--- config.mk ---
export PLATFORM = sky130hd
export DESIGN_NAME = top_adder_reg
export DESIGN_NICKNAME = d
export VERILOG_FILES = /design/src/rtl/adder_pkg.sv /design/src/rtl/full_adder_bit.sv /design/src/rtl/top_adder_reg.sv
export SDC_FILE = /design/constraint.sdc
export NUM_CORES = 1
export LEC_CHECK = 0
export ABC_AREA = 1
export BUFFER_PORTS_ARGS = -buffer_cell sky130_fd_sc_hd__buf_2
export CAP_MARGIN = 25
export CORE_AREA = 2 2 39 41
export DETAILED_ROUTE_END_ITERATION = 16
export DIE_AREA = 0 0 41 43
export HOLD_SLACK_MARGIN = 0.03
export SETUP_SLACK_MARGIN = 0.4
export SLEW_MARGIN = 20
export SYNTH_ARGS = -nofsm -noshare
export SYNTH_HDL_FRONTEND = slang
export SYNTH_SLANG_ARGS = --single-unit
--- constraint.sdc ---
create_clock -name clk -period 4.5 [get_ports clk]
set_clock_uncertainty 0.05 [all_clocks]
set_input_delay 0.9 -clock clk [delete_from_list [all_inputs] [get_ports clk]]
set_output_delay 0.9 -clock clk [all_outputs]
set_load 0.005 [all_outputs]
--- src/rtl/adder_pkg.sv ---
// Shared constants and types for the registered ripple-carry adder.
// The result word packs the carry-out above the sum bits: {cout, sum}.
package adder_pkg;

    localparam int ADDER_WIDTH_DEFAULT = 4;

    typedef logic [ADDER_WIDTH_DEFAULT:0] adder_result_t;

endpackage

--- src/rtl/full_adder_bit.sv ---
// One-bit full-adder cell; the top chains WIDTH of these into a ripple adder.
module full_adder_bit (
    input  logic a,
    input  logic b,
    input  logic ci,
    output logic s,
    output logic co
);

    assign s  = a ^ b ^ ci;
    assign co = (a & b) | (a & ci) | (b & ci);

endmodule

--- src/rtl/top_adder_reg.sv ---
// Registered WIDTH-bit ripple-carry adder: {cout, sum} = a + b + cin, one cycle of latency.
// Sum and carry hold their last result while in_valid is low; out_valid flags new results.
module top_adder_reg
    import adder_pkg::*;
#(
    parameter int WIDTH = ADDER_WIDTH_DEFAULT
) (
    input  logic             clk,
    input  logic             rst,
    input  logic             in_valid,
    input  logic [WIDTH-1:0] a,
    input  logic [WIDTH-1:0] b,
    input  logic             cin,
    output logic [WIDTH-1:0] sum,
    output logic             cout,
    output logic             out_valid
);

    typedef logic [WIDTH:0] result_t;

    logic [WIDTH:0]   carry;
    logic [WIDTH-1:0] sum_comb;
    result_t          result;

    assign carry[0] = cin;

    // Carry out of cell i feeds cell i+1; the last carry is the adder's carry-out.
    for (genvar i = 0; i < WIDTH; i++) begin : g_cell
        full_adder_bit u_cell (
            .a  (a[i]),
            .b  (b[i]),
            .ci (carry[i]),
            .s  (sum_comb[i]),
            .co (carry[i+1])
        );
    end

    assign result = {carry[WIDTH], sum_comb};

    always_ff @(posedge clk) begin
        if (rst) begin
            sum       <= '0;
            cout      <= 1'b0;
            out_valid <= 1'b0;
        end else begin
            out_valid <= in_valid;
            if (in_valid) begin
                sum  <= result[WIDTH-1:0];
                cout <= result[WIDTH];
            end
        end
    end

endmodule

==> flow_metrics.env <==
export IMPL_power_switching_w=0.0000350
export IMPL_synth_top_area_cell="dfxtp_1"
export IMPL_ir_drop_v=0.0000737
export IMPL_met3_usage_pct=3.14
export IMPL_via_count=290
export IMPL_maxCapViolCount=0
export IMPL_cts_resized=0
export IMPL_fin_total_pwr_w=0.000137
export IMPL_grt_busiest_layer="met2"
export IMPL_seqCellArea_sq_um=120
export IMPL_clk_pin_slew_ns=0.04
export IMPL_period_share_pct=57.4
export IMPL_synth_seq_area_share_pct=36.9
export IMPL_async_reset_ff_share_pct=0
export IMPL_ys_warn_count=0
export IMPL_tightestPinTransition_ns=0.200
export IMPL_slew_viol_final=0
export IMPL_grt_pass1_vias=267
export IMPL_setup_violations=0
export IMPL_syn_nets=55
export IMPL_critPathMaxStageDelay_ns=0.41
export IMPL_pwr_share_comb_pct=20.8
export IMPL_crit_path_end_kind="register"
export IMPL_boundaryPins=18
export IMPL_grt_usage_pct=8.90
export IMPL_fp_coreArea_sq_um=1380
export IMPL_worst_hold_path_type="register to register"
export IMPL_finalCriticalPeriod_ns=2.58
export IMPL_crit_fanout=1
export IMPL_finalWeightedCongestion=0.733
export IMPL_critPathArrivalTime_ns=2.71
export IMPL_dr_pass1_iters=4
export IMPL_switching_share_pct=25.5
export IMPL_cts_tree="built"
export IMPL_p_clk_share_pct=35.4
export IMPL_io_buffers=17
export IMPL_fp_dieW_um=41
export IMPL_antennaDiodeCount=0
export IMPL_cts_hold_buf=0
export IMPL_fillers=162
export IMPL_start_util_pct=23.5
export IMPL_hpwl_um=502
export IMPL_grtUsageMet1_pct=10.2
export IMPL_synthXorXnorAreaFrac_pct=0
export IMPL_path_buf_inv=4
export IMPL_drc=0
export IMPL_area_growth_pct=35.8
export IMPL_overflow=0
export IMPL_ys_flop_type="dfxtp_1"
export IMPL_synth_top_family_by_area="adder cells"
export IMPL_yosys_top_cells_area="dfxtp_1, fa_1, nor2_1"
export IMPL_use_met2_pct=11.3
export IMPL_antenna_found_initial=0
export IMPL_wl_per_cell_um=8.39
export IMPL_cp_common_cell="fa_1"
export IMPL_die_area_sq_um=1760
export IMPL_cts_htree_levels=1
export IMPL_rows=14
export IMPL_crit_type="primary input to register"
export IMPL_synthSimpleGateAreaFrac_pct=18.1
export IMPL_p_leak_nw=0.258
export IMPL_rsz0062_at_grt="no"
export IMPL_dr_first_iter_drc_count=4
export IMPL_antenna_left=0
export IMPL_post_cts_setup_buffers=0
export IMPL_fmax_mhz=387
export IMPL_p_seq_share_pct=43.8
export IMPL_synth_common_cells="nor2_1, inv_1, dfxtp_1"
export IMPL_synth_mux_area_share_pct=0
export IMPL_viasPerCell=3.92
export IMPL_synth_compound_area_share_pct=4.62
export IMPL_die_y_um=43
export IMPL_grt_pass1_wl_um=979
export IMPL_netlist_area_sq_um=325
export IMPL_cellPowerDensity_nw_per_um2=310
export IMPL_syn_avg_cell_area_sq_um=8.34
export IMPL_drt_wl_total_um=621
export IMPL_synth_enable_flop_cells=0
export IMPL_yosysMostFrequentCell="nor2_1"
export IMPL_finalNetCount=76
export IMPL_ys_types=9
export IMPL_p_int_w=0.000102
export IMPL_postSynthCellCount=39
export IMPL_status="completed"
export IMPL_ys_seq_elements=6
export IMPL_clock_latency_ns=0.24
export IMPL_root_buffer="clkbuf_4"
export IMPL_drive_gt1_share_pct=37.9
export IMPL_timing_slew_headroom_pct=86.6
export IMPL_cts_num_sinks=6
export IMPL_multi_input_area_sq_um=154
export IMPL_cpMaxStageDelayCell="fa_1"
export IMPL_yosysTopAreaCellShare_pct=36.9
export IMPL_cts_buffer_depth=2
export IMPL_hold_viol=0
export IMPL_cts_buffers_inserted=3
export IMPL_setup_tns_ns=0
export IMPL_crit_path_start_kind="primary input"
export IMPL_grt_max_degree=10
export IMPL_crit_required_ns=4.63
export IMPL_synth_adder_area_share_pct=24.6
export IMPL_path_cells="buf_2, inv_1, fa_1, inv_1, fa_1, fa_1, inv_1, fa_1, nand2_2, nand2_1, nor2_1"
export IMPL_path_delay_family="adder cells"
==> power groups by stage <==
| stage | clock network (W) | logic (W) | registers [W] |
|---|---|---|---|
| 6_report | 0.0000485 | 0.0000284 | 0.0000600 |
| 5_1_grt | 0.0000533 | 0.0000337 | 0.0000606 |
| 4_1_cts | 0.0000507 | 0.0000294 | 0.0000601 |
| 3_5_place_dp | 0 | 0.0000290 | 0.0000610 |
| 3_3_place_gp | 0 | 0.0000284 | 0.0000608 |
| 2_1_floorplan | 0 | 0.0000165 | 0.0000615 |
==> worst register-to-register path, cell delays in order (launching register included) <==
cell	delay, ns
dfxtp_1	0.31
o21ai_1	0.13
nor2_1	0.05
==> metrics by stage <==
stage | util (%) | hold WS [ns] | cell area (sq um) | cells | setup slack (ns)
2_1_floorplan | - | 0.416 | 325 | 39 | 1.86
3_3_place_gp | 30.3 | 0.403 | 419 | 71 | 1.70
3_5_place_dp | 30.3 | 0.410 | 419 | 71 | 1.65
4_1_cts | 31.9 | 0.417 | 442 | 74 | 1.90
5_1_grt | 31.9 | 0.469 | 442 | 74 | 1.80
6_report | 31.9 | 0.417 | 442 | 74 | 1.92
==> routing by layer <==
layer | up-vias | wire length (um)
met5 | - | 0
met4 | 0 | 28
met3 | 4 | 64
met2 | 17 | 281
met1 | 120 | 246
li1 | 149 | -
==> kinds of logic (layout without fill, tap and decap cells) <==
kind of cell / after synthesis / count (layout)
buf+inv: 11 / 30
simple gates: 15 / 15
flops: 6 / 6
compound gates: 3 / 3
fa+ha+maj: 4 / 4
==> state kept, by name, indices dropped and copies added (netlist names) <==
name / flops
out_valid: 1
sum: 4
cout: 1
==> area by class of cell <==
type	count	share of cell area (%)
inverters	10	9.07
flip-flops and latches	6	27.2
well taps	16	4.53
multi-input cells	22	34.8
repair buffers	17	19.3
clock buffers	3	5.10
==> worst paths after layout <==
kind / start / cells past startpoint / slack, ns / end
hold reg to reg: sum[0] / 2 / 0.42 / sum[0]
hold / removal: sum[0] / 2 / 0.42 / sum[0]
setup / recovery: a[0] / 11 / 1.92 / sum[3]
setup reg to reg: cout / 2 / 3.86 / cout
==> layout by cell type, fill, tap and decap left out <==
cell / instances
inv_4: 1
nand2_2: 1
clkbuf_4: 3
dfxtp_1: 6
nand2_1: 4
inv_1: 9
fa_1: 4
nor2_1: 10
buf_2: 17
o21ai_1: 3
(Power assumes the default switching activity.)
